**src/rtl/scmp_useq_pkg.sv**
```systemverilog
// Shared types and constants for the SC/MP microcode sequencer.
// Defines the next-address modes, condition indices and DLY cycle-count terms.
package scmp_useq_pkg;

   typedef enum logic [2:0] {
      NX_SEQ  = 3'd0,
      NX_JMP  = 3'd1,
      NX_CALL = 3'd2,
      NX_RET  = 3'd3,
      NX_BR   = 3'd4,
      NX_DISP = 3'd5,
      NX_DLY  = 3'd6,
      NX_HALT = 3'd7
   } nxt_t;

   localparam int unsigned CondAccZero = 0;
   localparam int unsigned CondCarry   = 1;
   localparam int unsigned CondAccSign = 2;
   localparam int unsigned CondBusRdy  = 3;

   // DLY duration in microcycles: DlyBase + 2*AC + DlyMul*disp
   localparam int unsigned DlyBase = 13;
   localparam int unsigned DlyMul  = 514;

endpackage

```
**src/rtl/scmp_useq_stack.sv**
```systemverilog
// Return-address LIFO for the microcode sequencer.
// Only the stack pointer is reset; entry contents are don't-care until written.
module scmp_useq_stack #(
   parameter int unsigned DEPTH = 4,
   parameter int unsigned WIDTH = 8
) (
   input  logic             clk,
   input  logic             rst_n,
   input  logic             push,
   input  logic             pop,
   input  logic [WIDTH-1:0] wr_data,
   output logic [WIDTH-1:0] rd_data,
   output logic             full,
   output logic             empty
);

   localparam int unsigned SpW  = $clog2(DEPTH + 1);
   localparam int unsigned IdxW = (DEPTH > 1) ? $clog2(DEPTH) : 1;

   logic [SpW-1:0]   sp_q;
   logic [WIDTH-1:0] mem_q [DEPTH];
   logic [IdxW-1:0]  top_idx;
   logic [IdxW-1:0]  wr_idx;

   assign full    = (sp_q == SpW'(DEPTH));
   assign empty   = (sp_q == '0);
   assign top_idx = IdxW'(sp_q - 1'b1);
   assign wr_idx  = IdxW'(sp_q);
   assign rd_data = mem_q[top_idx];

   always_ff @(posedge clk or negedge rst_n) begin
      if (!rst_n) begin
         sp_q <= '0;
      end else if (push && !full) begin
         sp_q <= sp_q + 1'b1;
      end else if (pop && !empty) begin
         sp_q <= sp_q - 1'b1;
      end
   end

   always_ff @(posedge clk) begin
      if (push && !full) begin
         mem_q[wr_idx] <= wr_data;
      end
   end

endmodule

```
**src/rtl/scmp_useq.sv**
```systemverilog
// SC/MP microcode sequencer: produces the microcode ROM address each microcycle,
// with return stack, conditional branch, interrupt dispatch, DLY countdown and HALT wait.
module scmp_useq
   import scmp_useq_pkg::*;
#(
   parameter int unsigned      UPC_W       = 8,
   parameter int unsigned      STACK_DEPTH = 4,
   parameter int unsigned      DLY_W       = 18,
   parameter logic [UPC_W-1:0] RESET_VEC   = '0,
   parameter logic [UPC_W-1:0] INT_VEC     = UPC_W'('hF0)
) (
   input  logic             clk,
   input  logic             rst_n,
   input  logic             en,
   input  logic [2:0]       mc_nxt,
   input  logic [UPC_W-1:0] mc_addr,
   input  logic [1:0]       mc_csel,
   input  logic [3:0]       cond,
   input  logic [UPC_W-1:0] disp_pc,
   input  logic             irq,
   input  logic             cont,
   input  logic [7:0]       dly_ac,
   input  logic [7:0]       dly_disp,
   input  logic             err_clr,
   output logic [UPC_W-1:0] upc,
   output logic             int_ack,
   output logic             dly_active,
   output logic             halted,
   output logic             stk_ovf,
   output logic             stk_unf
);

   logic [UPC_W-1:0] upc_q, upc_d, upc_inc;
   logic [DLY_W-1:0] cnt_q, cnt_d, dly_n;
   logic             dly_q, dly_d;
   logic             halt_q, halt_d;
   logic             ack_q, ack_d;
   logic             ovf_q, ovf_d;
   logic             unf_q, unf_d;
   logic             push, pop, full, empty;
   logic [UPC_W-1:0] pop_data;
   nxt_t             mode;

   assign mode    = nxt_t'(mc_nxt);
   assign upc_inc = upc_q + 1'b1;
   assign dly_n   = DLY_W'(DlyBase) + (DLY_W'(dly_ac) << 1) + DLY_W'(dly_disp) * DLY_W'(DlyMul);

   scmp_useq_stack #(
      .DEPTH (STACK_DEPTH),
      .WIDTH (UPC_W)
   ) u_stack (
      .clk     (clk),
      .rst_n   (rst_n),
      .push    (push),
      .pop     (pop),
      .wr_data (upc_inc),
      .rd_data (pop_data),
      .full    (full),
      .empty   (empty)
   );

   always_comb begin
      upc_d  = upc_q;
      cnt_d  = cnt_q;
      dly_d  = dly_q;
      halt_d = halt_q;
      ack_d  = 1'b0;
      ovf_d  = ovf_q;
      unf_d  = unf_q;
      push   = 1'b0;
      pop    = 1'b0;
      if (en) begin
         // Clear first so that a same-cycle error set takes precedence.
         if (err_clr) begin
            ovf_d = 1'b0;
            unf_d = 1'b0;
         end
         if (dly_q) begin
            // cnt holds the remaining active cycles, including this one.
            if (cnt_q == DLY_W'(1)) begin
               dly_d = 1'b0;
               cnt_d = '0;
               upc_d = upc_inc;
            end else begin
               cnt_d = cnt_q - 1'b1;
            end
         end else if (halt_q) begin
            if (cont) begin
               halt_d = 1'b0;
               upc_d  = upc_inc;
            end
         end else begin
            unique case (mode)
               NX_SEQ:  upc_d = upc_inc;
               NX_JMP:  upc_d = mc_addr;
               NX_CALL: begin
                  upc_d = mc_addr;
                  if (full) begin
                     ovf_d = 1'b1;
                  end else begin
                     push = 1'b1;
                  end
               end
               NX_RET: begin
                  if (empty) begin
                     upc_d = upc_inc;
                     unf_d = 1'b1;
                  end else begin
                     pop   = 1'b1;
                     upc_d = pop_data;
                  end
               end
               NX_BR:   upc_d = cond[mc_csel] ? mc_addr : upc_inc;
               NX_DISP: begin
                  if (irq) begin
                     upc_d = INT_VEC;
                     ack_d = 1'b1;
                  end else begin
                     upc_d = disp_pc;
                  end
               end
               NX_DLY: begin
                  cnt_d = dly_n - 1'b1;
                  dly_d = 1'b1;
               end
               NX_HALT: halt_d = 1'b1;
            endcase
         end
      end
   end

   always_ff @(posedge clk or negedge rst_n) begin
      if (!rst_n) begin
         upc_q  <= RESET_VEC;
         cnt_q  <= '0;
         dly_q  <= 1'b0;
         halt_q <= 1'b0;
         ack_q  <= 1'b0;
         ovf_q  <= 1'b0;
         unf_q  <= 1'b0;
      end else begin
         upc_q  <= upc_d;
         cnt_q  <= cnt_d;
         dly_q  <= dly_d;
         halt_q <= halt_d;
         ack_q  <= ack_d;
         ovf_q  <= ovf_d;
         unf_q  <= unf_d;
      end
   end

   assign upc        = upc_q;
   assign int_ack    = ack_q & en;
   assign dly_active = dly_q;
   assign halted     = halt_q;
   assign stk_ovf    = ovf_q;
   assign stk_unf    = unf_q;

endmodule

```
**config.mk**
```make
export PLATFORM = sky130hd
export DESIGN_NAME = scmp_useq
export DESIGN_NICKNAME = d
export VERILOG_FILES = /design/src/rtl/scmp_useq_pkg.sv /design/src/rtl/scmp_useq_stack.sv /design/src/rtl/scmp_useq.sv
export SDC_FILE = /design/constraint.sdc
export NUM_CORES = 1
export LEC_CHECK = 0
export CORE_MARGIN = 2
export CORE_UTILIZATION = 45
export CTS_BUF_LIST = sky130_fd_sc_hd__clkbuf_16
export CTS_CLUSTER_SIZE = 8
export DETAILED_ROUTE_END_ITERATION = 6
export PLACE_DENSITY_LB_ADDON = 0.25
export SYNTH_ARGS = -nofsm -noshare
export SYNTH_HDL_FRONTEND = slang
export SYNTH_HIERARCHICAL = 1
export SYNTH_SLANG_ARGS = --single-unit
```
**constraint.sdc**
```tcl
create_clock -name clk -period 3.15 [get_ports clk]
set_clock_uncertainty 0.05 [all_clocks]
set_input_delay 0.63 -clock clk [delete_from_list [all_inputs] [get_ports clk]]
set_output_delay 0.63 -clock clk [all_outputs]
set_load 0.01 [all_outputs]
```
==> Word level (Yosys, flattened, before mapping) <==
Memory sizes are Yosys's and may differ from the RTL's.
Index checks and enable logic that the tools add are counted.
{ "totals": {"n_memories": 1, "input_bits": 47, "wordCells": 95, "ff_bits": 34, "output_inout_bits": 13, "ramBits": 32} }
{ "classes": {"n_reduce_logical": 13, "order_cmp": 1, "muxes": 50, "add_sub_neg": 7, "n_eq_ne": 12, "bitwise_logic": 2, "n_mul": 1} }
{ "mem_list": {"columns": ["name", "words", "width", "read_ports", "rd_ports_with_merged_regs", "wr", "line_no", "text"], "rows": [
  ["u_stack.mem_q", 4, 8, 1, 0, 1, "scmp_useq_stack.sv:21", "logic [WIDTH-1:0] mem_q [DEPTH];"]
]} }
{ "ops": {"columns": ["cell", "n"], "rows": [
  ["18-bit 2-to-1 mux", 4],
  ["8-bit 2-to-1 mux", 7],
  ["8-bit case mux with 5 select lines", 1],
  ["18-bit by 1-bit subtractor with 18-bit output (second input constant)", 2],
  ["1-bit 2-to-1 mux", 35],
  ["10-bit by 18-bit adder with 18-bit output", 1],
  ["18-bit by 1-bit equality test with 1-bit output (second input constant)", 1],
  ["8-bit by 9-bit multiplier with 17-bit output (second input constant)", 1],
  ["3-bit equality test (second input constant)", 5],
  ["4-bit by 9-bit adder with 10-bit output (first input constant)", 1],
  ["8-bit by 1-bit adder with 8-bit output (second input constant)", 1],
  ["7-bit nonzero test", 1],
  ["3-bit by 2-bit equality test with 1-bit output (second input constant)", 2],
  ["3-bit zero test", 2],
  ["3-bit 2-to-1 mux", 2],
  ["4-bit AND reduction", 1],
  ["2-bit nonzero test", 2],
  ["3-bit by 1-bit adder with 3-bit output (second input constant)", 1],
  ["3-bit by 1-bit equality test with 1-bit output (second input constant)", 1],
  ["2-bit by 3-bit less-than comparator with 1-bit output (second input constant)", 1],
  ["3-bit inequality test (second input constant)", 1],
  ["3-bit AND reduction", 1],
  ["3-bit by 1-bit subtractor with 3-bit output (second input constant)", 1],
  ["1-bit binary-select mux with 2-bit select", 1],
  ["8 further kinds", 10]
]} }

==> Longest topological paths before layout <==
Gate-level depths: netlist of the first run.
{ "logic_depth": {"ltp_word": 9, "depth_mapped": 11, "ltp_nobuf": 11} }

==> Modules after synthesis <==
Netlist of the first run, hierarchy kept.
{ "modules_own_cells": {"columns": ["mod", "seq_area_each_um2", "cells_per_inst", "area_each_um2", "instances"], "rows": [
  ["scmp_useq", 775.7, 341, 2851.5, 1],
  ["scmp_useq_stack", 1036.0, 73, 1450.1, 1]
]} }

==> Worst setup path after synthesis of the first run <==
Ideal clock, no wire load.
{ "synth_path": {"path_type": "input-to-reg", "from": "in dly_ac[1]", "to": "reg cnt_q[16]", "required_time_ps": 2974, "setup_time_ps": 126, "cell_stages": 11, "slack_ps": 254, "n_path_buf": 0, "t_arrival_ps": 2720, "path_cell_list": "inv_1 ha_1 inv_1 ha_1 fa_1 a211oi_1 nor3_1 a211o_1 nand3_1 xnor2_1 a221o_1"} }
{ "synth_between": {"elab_chain_cells": 6} }
{ "synth_rtl": {"columns": ["item", "line_no", "text"], "rows": [
  ["start: declaration", "scmp_useq.sv:22", "input logic [7:0] dly_ac,"],
  ["4-bit by 9-bit adder with 10-bit output", "scmp_useq.sv:46", "assign dly_n = DLY_W'(DlyBase) + (DLY_W'(dly_ac) << 1) + DLY_W'(dly_disp) * DLY_W'(DlyMul);"],
  ["10-bit by 18-bit adder with 18-bit output", "scmp_useq.sv:46", null],
  ["18-bit by 1-bit subtractor with 18-bit output", "scmp_useq.sv:123", "cnt_d = dly_n - 1'b1;"],
  ["18-bit 2-to-1 mux", "scmp_useq.sv:93", "unique case (mode)"],
  ["18-bit 2-to-1 mux", "scmp_useq.sv:87", "end else if (halt_q) begin"],
  ["18-bit 2-to-1 mux", "scmp_useq.sv:78", "if (dly_q) begin"],
  ["end signal: assignment", "scmp_useq.sv:143", "cnt_q <= cnt_d;"],
  ["end: declaration", "scmp_useq.sv:34", "logic [DLY_W-1:0] cnt_q, cnt_d, dly_n;"]
]} }
No other way between the ends. The select of a mux whose other input is x is not followed.
A chain may end at the register's enable or synchronous reset.

==> Final worst setup path of the first run <==
{ "layout_path": {"from": "in dly_disp[1]", "to": "reg cnt_q[16]"} }
{ "layout_between": {"elab_chain_cells": 6} }
{ "layout_rtl": {"columns": ["item", "line_no", "text"], "rows": [
  ["start: declaration", "scmp_useq.sv:23", "input logic [7:0] dly_disp,"],
  ["8-bit by 9-bit multiplier with 17-bit output", "scmp_useq.sv:46", null],
  ["10-bit by 18-bit adder with 18-bit output", "scmp_useq.sv:46", null],
  ["18-bit by 1-bit subtractor with 18-bit output", "scmp_useq.sv:123", null],
  ["18-bit 2-to-1 mux", "scmp_useq.sv:93", null],
  ["18-bit 2-to-1 mux", "scmp_useq.sv:87", null],
  ["18-bit 2-to-1 mux", "scmp_useq.sv:78", null]
]} }
No other way between the ends. The select of a mux whose other input is x is not followed.

==> summary.md, run 1 <==
| Metric | Value |
|---|---|
| Unrepaired setup endpoints after global routing | `no` |
| Via-to-Cell Ratio | `5.71` |
| Setup violations, final | `0` |
| WL final | `around 11000 µm` |
| # port buffers | `59` |
| Initial DRC Count | `around 300` |
| H-tree Lvls | `3` |
| CP top delay family | `adder cells` |
| Hold Fails Final Rpt | `0` |
| Dpl ws | `-388 ps` |
| Maximum clock path buffer count | `2` |
| NumNets Final | `approximately 580` |
| Postcts setup bufs | `0` |
| Warning count from the yosys run | `6` |
| Post-synth EDFFs | `32` |
| Die outline height | `between 100 and 150 µm` |
| CTS tree | `built` |
| TNS Setup | `0 ps` |
| Clock sink count | `between 60 and 70` |
| Avg Cell Area, Syn | `roughly 10 µm²` |
| Least-Margin Pin Slew | `around 830 ps` |
| Worst Setup End Kind | `flop` |
| Post-CTS Hold Fix Bufs | `0` |
| All-layer global routing usage | `between 20% and 30%` |
| Core Rows | `35` |
| Pwr Total | `roughly 0.0044 W` |
| Initial core utilization | `between 40% and 50%` |
| Data required, critical path | `~3300 ps` |
| Cells after Synth | `roughly 410` |
| Worst slew margin | `between 40% and 50%` |
| Routed via count | `3632` |
| Layout area overhead | `29.2%` |
| Crit start category | `primary input` |
| Reg clk slew, reported paths | `about 60 ps` |
| Fin crit share | `between 90% and 100%` |
| Slowest cell on the critical path | `clkdlybuf4s50_1` |
| TritonCTS buffer count | `9` |
| Outcome | `completed` |
| Number of global-route vias before repair | `~3500` |
| Critical path, cell by cell | `clkdlybuf4s50_1 > inv_1 > ha_1 > inv_1 > ha_1 > fa_2 > a211oi_2 > nor3_1 > a211o_1 > nand3_1 > xnor2_1 > a221o_1` |
| Syn nets | `just under 500` |
| Critical Path AT | `about 3200 ps` |
| P_leak | `2.21 nW` |
| Async SR Flop Fraction | `51.5%` |
| Number of routed nets with antenna violations | `0` |
| Slew Viols, Final | `0` |
| Io pins | `60` |
| Clk_lat worst skew | `around 320 ps` |
| Die ar. | `slightly above 10000 µm²` |
| Fill count | `a little under 800` |
| Core Area | `~9200 µm²` |
| Commonest non-fill, non-tap cells in the layout | `clkdlybuf4s50_1 (58), nor2_1 (36), dfrtp_1 (34)` |
| Setup ws final | `~130 ps` |
| Main synth FF type | `dfrtp_1` |
| Min-delay worst type | `in -> async` |
| Share of layout cells above drive strength 1 | `between 10% and 20%` |
| Antenna Cells | `0` |
| First-pass GRT wire length | `approximately 17000 µm` |
| Max Clk Rate | `0.331 GHz` |
| Buf/Inv on CP | `3` |
| Max-cap violations | `0` |
| PwrDens | `approximately 790 nW/µm²` |
| Initial antenna violation count | `0` |
| Post-Syn Area | `about 4300 µm²` |
| WL per Instance | `between 15 and 20 µm` |
| Hold Slack | `between 300 and 400 ps` |
| HPWL after detailed placement | `roughly 7900 µm` |
| Commonest non-fill, non-tap cell in the layout | `clkdlybuf4s50_1` |
| DR pass1 iterations | `7` |
| Grt total ovfl | `0` |
| Die width | `approximately 100 µm` |
| CP max FO | `3` |
| Largest stage delay, worst path | `slightly above 500 ps` |
| Final std cells w/o fill | `636` |
| Largest net degree at the start of global routing | `35` |
| DR DRC count | `0` |
| Minimum clock period | `3020 ps` |
| CP Class | `in -> reg` |
| Placed instance count | `620` |
| Count of cell types in the netlist | `between 60 and 70` |
| Clock Root Buffer | `clkbuf_16` |
| Peak VDD IR | `around 420 µV` |
| Post-synthesis sequential area ratio | `a little over two fifths` |
| Gpl congestion | `around 0.83` |
| Yosys reg bits | `66` |
[per-stage QoR]
stage	utilization, %	instance area (µm²)
after floorplan	-	4300
after global placement	56.4	5210
after detailed placement	56.4	5210
after CTS	60.0	5540
after global routing	60.1	5560
final	60.1	5560
[synth_stat cells, types with 6 or more instances]
cell | number | area [µm²]
o21ai_0 | 31 | 155
clkbuf_1 | 8 | 30.0
xnor2_1 | 11 | 96.3
a21oi_1 | 14 | 70.1
a221oi_1 | 6 | 52.6
dfrtp_1 | 34 | 851
nand3_1 | 15 | 75.1
nor2_1 | 36 | 135
a21o_1 | 6 | 45.0
xor2_1 | 9 | 78.8
a221o_1 | 8 | 80.1
mux4_2 | 9 | 203
a22o_1 | 7 | 61.3
inv_1 | 20 | 75.1
nor3_1 | 15 | 75.1
edfxtp_1 | 32 | 961
ha_1 | 25 | 313
nand2_1 | 26 | 97.6
[final cells by class]
cell class                      instances  area (µm²)  area share [%]
Multi-Input combinational cell        313        2350            42.2
Sequential cell                        66        1810            32.6
Timing Repair Buffer                   92         833            15.0
Clock buffer                            9         225            4.05
Tap cell                              129         161            2.90
Clock inverter                          7         103            1.85
Inverter                               20        75.1            1.35
[state kept, by name (all words and copies together) (netlist names)]
signal and count:
stk_ovf 1, ack_q 1, halted 1, cnt_q 18
u_stack/mem_q 32, upc 8, stk_unf 1, dly_active 1
u_stack/sp_q 3
[power breakdown]
group / total [W] / internal, W / switching (W) / leakage [nW]
Sequential: 0.00140 / 0.00118 / 0.000221 / 0.710
Combinational: 0.00188 / 0.000852 / 0.00103 / 1.34
Clock: 0.00108 / 0.000700 / 0.000384 / 0.161
Total: 0.00437 / 0.00273 / 0.00163 / 2.21
[final timing paths]
check                                  to  slack (ps)   startpoint  cells after the start
worst max-delay path            cnt_q[16]         130  dly_disp[1]                     12
worst min-delay path             cnt_q[2]         360        rst_n                      1
worst max register to register   cnt_q[7]         340    cnt_q[12]                      5
worst min register to register   cnt_q[3]         460     cnt_q[3]                      1
max in group asynchronous       cnt_q[16]        2170        rst_n                      1
min in group clk                 cnt_q[3]         460     cnt_q[3]                      1
[logic make-up (layout without fill, tap and decap cells)]
family	after synthesis	count (layout)	synth area share, %
and+or+nand+nor	142	142	17.1
AOI/OAI and AO/OA	110	110	19.0
DFF	66	66	42.1
buffers and inverters	35	128	3.78
adders and majority gates	26	26	7.74
xor gates and xnor gates	20	20	4.07
muxes	15	15	6.17
[layer usage]
layer,routed length (µm),GRT usage [%],vias up
met1,5160,31.8,1744
met5,0,0,-
met4,127,5.61,0
met2,4670,32.7,127
li1,-,-,1749
met3,624,3.52,12
[what timing repair did]
action	in CTS	in global routing
endpoints found under the setup margin	2	6
pin swaps	0	2
endpoints found under the hold margin	0	0
gates resized for setup	2	2
[worst reg2reg max path, cell delays in order (launching register included)]
cell     delay (ps)
dfrtp_1         400
or4_4           570
or3_1           510
o31ai_4         630
o21ai_0         220
a221o_1         310
No activity file was read; power rests on OpenSTA's default activity.
==> inputs of run 2 (changes only) <==
- SLEW_MARGIN: default -> 10
==> results of run 2 <==
Final layout, timing and power as in run 1 (identical DEF).
